<file path="config.mk">
export PLATFORM = sky130hd
export DESIGN_NAME = mapper_shadow_seq
export DESIGN_NICKNAME = d
export VERILOG_FILES = /design/src/rtl/mapper_shadow_seq.sv
export SDC_FILE = /design/constraint.sdc
export NUM_CORES = 1
export LEC_CHECK = 0
export BUFFER_PORTS_ARGS = -buffer_cell sky130_fd_sc_hd__buf_2
export CAP_MARGIN = 0
export CORE_AREA = 4 4 68 70
export CTS_BUF_LIST = sky130_fd_sc_hd__clkbuf_16
export DETAILED_ROUTE_END_ITERATION = 8
export DIE_AREA = 0 0 72 74
export MAX_ROUTING_LAYER = met4
export PLACE_DENSITY = 0.75
export SLEW_MARGIN = 20
export SYNTH_ARGS = -nofsm -noshare
export SYNTH_HDL_FRONTEND = slang
export SYNTH_SLANG_ARGS = --single-unit
</file>
<file path="constraint.sdc">
create_clock -name clk -period 2.3 [get_ports clk]
set_input_delay 0.345 -clock clk [delete_from_list [all_inputs] [get_ports clk]]
set_output_delay 0.345 -clock clk [all_outputs]
set_load 0.01 [all_outputs]
</file>
<file path="src/rtl/mapper_shadow_seq.sv">
`default_nettype none
// ============================================================================
// Module      : mapper_shadow_seq
// Description : Saves the user-mode 4510 MAP register set (A, X, Y, Z of
//               map 0) into shadow registers on hypervisor entry and writes
//               it back, Z last, on hypervisor exit, then waits for the
//               mapper's fast-table refresh to complete.
// Revision    : 1.0 - initial release
// ============================================================================
module mapper_shadow_seq (
    input  logic       clk,
    input  logic       reset,
    input  logic       save_req,
    input  logic       restore_req,
    input  logic       map_active,
    input  logic       mapper_busy,
    input  logic [7:0] map_reg_data,
    output logic [1:0] rd_sel,
    output logic       rd_sel_valid,
    output logic [1:0] wr_sel,
    output logic       wr_load,
    input  logic       host_we,
    input  logic [1:0] host_sel,
    input  logic [7:0] host_data,
    output logic [7:0] shadow_a,
    output logic [7:0] shadow_x,
    output logic [7:0] shadow_y,
    output logic [7:0] shadow_z,
    output logic       busy,
    output logic       done
);

    typedef enum logic [2:0] {
        S_IDLE    = 3'd0,
        S_SAVE    = 3'd1,
        S_RESTORE = 3'd2,
        S_SETTLE0 = 3'd3,
        S_SETTLE  = 3'd4,
        S_DONE    = 3'd5
    } state_t;

    // Mapper register select encoding
    localparam logic [1:0] SEL_A = 2'd3;
    localparam logic [1:0] SEL_X = 2'd2;
    localparam logic [1:0] SEL_Y = 2'd1;
    localparam logic [1:0] SEL_Z = 2'd0;

    state_t     state_q, state_d;
    logic [1:0] index_q, index_d;
    logic [7:0] shadow_a_q, shadow_a_d;
    logic [7:0] shadow_x_q, shadow_x_d;
    logic [7:0] shadow_y_q, shadow_y_d;
    logic [7:0] shadow_z_q, shadow_z_d;
    logic [1:0] rd_sel_q, rd_sel_d;
    logic       rd_sel_valid_q, rd_sel_valid_d;
    logic [1:0] wr_sel_q, wr_sel_d;
    logic       busy_q, busy_d;
    logic       done_q, done_d;

    // Next state and index; a MAP instruction in flight stalls the restore
    always_comb begin
        state_d = state_q;
        index_d = index_q;
        case (state_q)
            S_IDLE: begin
                if (save_req) begin
                    index_d = 2'd3;
                    state_d = S_SAVE;
                end else if (restore_req) begin
                    index_d = 2'd3;
                    state_d = S_RESTORE;
                end
            end
            S_SAVE: begin
                if (index_q == 2'd0) begin
                    state_d = S_DONE;
                end else begin
                    index_d = index_q - 2'd1;
                end
            end
            S_RESTORE: begin
                if (!map_active) begin
                    if (index_q == 2'd0) begin
                        state_d = S_SETTLE0;
                    end else begin
                        index_d = index_q - 2'd1;
                    end
                end
            end
            // mapper_busy only rises the cycle after the Z load, so skip one cycle
            S_SETTLE0: state_d = S_SETTLE;
            S_SETTLE: begin
                if (!mapper_busy) begin
                    state_d = S_DONE;
                end
            end
            S_DONE:  state_d = S_IDLE;
            default: state_d = S_IDLE;
        endcase
    end

    // Outputs decoded from the next state so they are registered with it
    always_comb begin
        rd_sel_valid_d = (state_d == S_SAVE);
        rd_sel_d       = (state_d == S_SAVE)    ? index_d : 2'd0;
        wr_sel_d       = (state_d == S_RESTORE) ? index_d : 2'd0;
        busy_d         = (state_d != S_IDLE);
        done_d         = (state_d == S_DONE);
    end

    // Shadow updates: mapper readback while saving, host writes only when idle
    always_comb begin
        shadow_a_d = shadow_a_q;
        shadow_x_d = shadow_x_q;
        shadow_y_d = shadow_y_q;
        shadow_z_d = shadow_z_q;
        if (state_q == S_SAVE) begin
            case (index_q)
                SEL_A:   shadow_a_d = map_reg_data;
                SEL_X:   shadow_x_d = map_reg_data;
                SEL_Y:   shadow_y_d = map_reg_data;
                default: shadow_z_d = map_reg_data;
            endcase
        end else if ((state_q == S_IDLE) && host_we) begin
            case (host_sel)
                SEL_A:   shadow_a_d = host_data;
                SEL_X:   shadow_x_d = host_data;
                SEL_Y:   shadow_y_d = host_data;
                default: shadow_z_d = host_data;
            endcase
        end
    end

    // State, index, shadows and registered outputs
    always_ff @(posedge clk or posedge reset) begin
        if (reset) begin
            state_q        <= S_IDLE;
            index_q        <= 2'd0;
            shadow_a_q     <= 8'h00;
            shadow_x_q     <= 8'h00;
            shadow_y_q     <= 8'h00;
            shadow_z_q     <= 8'h00;
            rd_sel_q       <= 2'd0;
            rd_sel_valid_q <= 1'b0;
            wr_sel_q       <= 2'd0;
            busy_q         <= 1'b0;
            done_q         <= 1'b0;
        end else begin
            state_q        <= state_d;
            index_q        <= index_d;
            shadow_a_q     <= shadow_a_d;
            shadow_x_q     <= shadow_x_d;
            shadow_y_q     <= shadow_y_d;
            shadow_z_q     <= shadow_z_d;
            rd_sel_q       <= rd_sel_d;
            rd_sel_valid_q <= rd_sel_valid_d;
            wr_sel_q       <= wr_sel_d;
            busy_q         <= busy_d;
            done_q         <= done_d;
        end
    end

    // The load strobe is the one output gated directly by map_active
    assign wr_load      = (state_q == S_RESTORE) && !map_active;
    assign rd_sel       = rd_sel_q;
    assign rd_sel_valid = rd_sel_valid_q;
    assign wr_sel       = wr_sel_q;
    assign busy         = busy_q;
    assign done         = done_q;
    assign shadow_a     = shadow_a_q;
    assign shadow_x     = shadow_x_q;
    assign shadow_y     = shadow_y_q;
    assign shadow_z     = shadow_z_q;

endmodule
`default_nettype wire

</file>
==> flow_summary.rst <==
.. list-table::
   :header-rows: 1

   * - Metric
     - Value
   * - Status
     - finished, final reports clean
   * - Filler instances
     - 330
   * - Antenna violations before repair
     - 0
   * - Number of enable flip-flop cells after synthesis
     - 0
   * - Share of the synthesized area in the top cell type
     - 0.5609
   * - Power, Total
     - about 4 mW
   * - Resize count post-CTS
     - 0
   * - Distinct cell type count after synthesis
     - 30
   * - Sinks on Clock Net
     - between 40 and 50
   * - Layout Skew
     - about 4.4 ps
   * - Clock tree root buffer cell
     - clkbuf_16
   * - Flop and latch count out of synthesis
     - 44
   * - Ratio of cells with drive above 1 in the final layout
     - 0.5021
   * - Top sig layer
     - met4
   * - Worst Hold Class
     - in2async
   * - I/O pin total
     - between 60 and 70
   * - CTS HTree Levels
     - 2
   * - Minimum period implied by the final worst setup slack
     - just over 2000 ps
   * - Cell with the most instances after synthesis
     - dfrtp_1
   * - Starting utilization of the core area
     - 0.4943
   * - Count of hold-fix buffers inserted at cts
     - 0
   * - Top post-synthesis cells by area
     - dfrtp_1, mux2_2, nand2_1
   * - Leading cell types by count after synthesis
     - dfrtp_1, mux2_2, nand2_1, nor2_1, nor3_1
   * - Part of the Yosys area used for sequential elements
     - 0.5609
   * - Number of buffers added for setup after CTS
     - 0
   * - Number of nets produced by synthesis
     - about 190
   * - Slew at the pin closest to its max-slew limit
     - around 750 ps
   * - Leakage power figure
     - 1.272 nW
   * - Wire length of the first global-routing pass
     - between 6 and 7 mm
   * - Die X
     - 72 um
   * - Cts bufs inserted
     - 5
   * - Worst Path Required
     - between 2000 and 2500 ps
   * - Number of instances in the synthesized netlist
     - 162
   * - Vert. Die Dim
     - 74 um
   * - Skew-Pair Late Insertion Delay
     - roughly 280 ps
   * - Maximum cell stage delay along the critical path
     - about 510 ps
   * - Sum of routed wire segments on met1
     - 1.856 mm
   * - Startpoint Class
     - flip-flop
   * - Pin count of the biggest net entering global routing
     - 23
   * - Routed wire length
     - ~4.2 mm
   * - Power per cell area
     - approximately 1600 nW/um^2
   * - Final count of pins violating max slew
     - 0
   * - Diodes inserted
     - 0
   * - Post-detailed-route via-to-cell ratio
     - 5.035
   * - Routed length per placed instance
     - approximately 15 um
   * - Crit end category
     - flip-flop
   * - Combined area of the multi-input logic cells
     - around 800 um^2
   * - CP max stage cell
     - dfrtp_1
   * - Category of the critical setup timing path
     - reg2reg
   * - Detailed route wirelength on metal3
     - about 250 um
   * - FFs w/ async S/R, synth
     - 1.000
   * - Half-perimeter wire length after placement
     - 3.132 mm
   * - Area inside the core boundary
     - slightly below 4000 um^2
   * - Largest delay contributor family on the critical path
     - simple AND/OR/NAND/NOR gates
   * - First-iteration detailed-routing DRC count
     - 69
   * - Non-Filler Instances
     - between 200 and 300
   * - Count of standard-cell rows
     - 23
   * - Drt pass-1 iters
     - 4
   * - Part of the cycle the worst path needs
     - 0.8854
   * - Synth Cell Area
     - roughly 2000 um^2
   * - Final instance area
     - 2525 um^2
   * - Die Area
     - 5328 um^2
   * - Longest Clk Path Bufs
     - 2
   * - Highest net fanout along the worst path
     - 11
   * - Area delta synth->final
     - 28.62%
   * - Maximum achievable frequency
     - 0.4911 GHz
   * - DR vias
     - ~1,400
   * - Dpl cell area
     - 2357 um^2
   * - Number of max-cap violations
     - 0
   * - Number of buffer and inverter stages on the critical path
     - 0
   * - Total grt overflow
     - 0
   * - YS warnings
     - 0
   * - RSZ-0062 raised after global routing
     - no
   * - Total negative slack for setup checks
     - 0 ps
   * - Worst slew margin relative to its limit
     - 0.4992
   * - DR WL met2
     - a little over 2 mm
   * - Remaining antenna violation count
     - 0
   * - Avg Cell Area, Syn
     - 12.12 um^2
   * - Dpl cells
     - roughly 280
   * - Number of failing setup endpoints in the final timing report
     - 0
   * - Final nets
     - 259
   * - Tot GR Track Use
     - 0.1762
   * - Maximum vdd ir drop
     - 747.8 uV
   * - CTS clock-pin slew for the worst setup and hold paths
     - ~60 ps
   * - Vias in the first global route
     - roughly 1,400
   * - Cell-by-cell trace of the critical path
     - or3b_4 > nor3_1 > o21a_1 > mux2_2
   * - Data arrival time at the worst-slack endpoint
     - 2210 ps
   * - Biggest area consumer among synthesized cells
     - dfrtp_1
   * - Count of final hold-check violations
     - 0
   * - Sequential cell area
     - 1101 um^2
   * - Top_reg_cell synth
     - dfrtp_1
   * - Post-route DRC violation count
     - 0
   * - CTS tree
     - yes
   * - RD Place Congestion
     - 0.7583
   * - PortBufs
     - 64
metrics by stage:
step | util | setup slack [ps] | hold WS (ps)
floorplan | - | 617.4 | 534.4
global placement | 0.5936 | 315.0 | 404.4
detailed placement | 0.5936 | 271.6 | 416.2
CTS | 0.6358 | 255.7 | 108.0
global route | 0.6358 | 159.0 | 131.4
finish | 0.6358 | 263.6 | 95.54
final timing paths:
| check | from | depth (start not counted) | slack, ps | to |
|---|---|---|---|---|
| max reg2reg | state_q[2] | 4 | 260 | shadow_z[0] |
| max in group asynchronous | reset | 3 | 1610 | shadow_z[1] |
| min | reset | 2 | 100 | shadow_a[3] |
| min reg2reg | shadow_a[1] | 1 | 490 | shadow_a[1] |
| max | state_q[2] | 4 | 260 | shadow_z[0] |
| min in group clk | map_reg_data[1] | 4 | 440 | shadow_a[1] |
layout by cell type, fill, tap and decap left out, drive strengths merged:
master  count
buf        71
dfrtp      44
mux2       32
nand2      28
nor2       10
nor3        8
inv         5
clkbuf      5
nor3b       5
o21ai       5
a211oi      3
clkinv      3
nand2b      2
o21a        2
a21oi       2
or3b        2
and3        1
o21bai      1
a31oi       1
a21o        1
o41ai       1
nor2b       1
nand3       1
bufinv      1
cells by family after synthesis:
logic type,share of synthesized area
AND/OR/NAND/NOR,0.1536
buffers and inverters,0.03250
flip-flops,0.5609
multiplexers,0.1836
AO/OA/AOI/OAI,0.06948
routing by layer:
metal  vias to the layer above  GRT usage
met3                         5    0.05541
met4                         0    0.04384
met1                       695     0.2233
li1                        701          -
met2                        34     0.2776
met5                         -          -
where the power goes:
group          internal (mW)  switching, mW  total (mW)
Combinational          0.871          0.954        1.83
Sequential              1.14          0.209        1.35
Clock                  0.510          0.284       0.793
registers in the layout, summed over array words and instances, names as in the netlist, 2 cells and up:
| register | count |
|---|---|
| index_q | 2 |
| rd_sel | 2 |
| shadow_a | 8 |
| shadow_x | 8 |
| shadow_y | 8 |
| shadow_z | 8 |
| state_q | 3 |
| wr_sel | 2 |
final cells by class:
type / count / share of cell area
Clock buffer: 5 / 0.04955
Clock inverter: 3 / 0.01685
Inverter: 6 / 0.008920
Multi-Input combinational cell: 106 / 0.3162
Sequential cell: 44 / 0.4361
Tap cell: 50 / 0.02478
Timing Repair Buffer: 71 / 0.1477
Power figures use the tool's default switching activity.
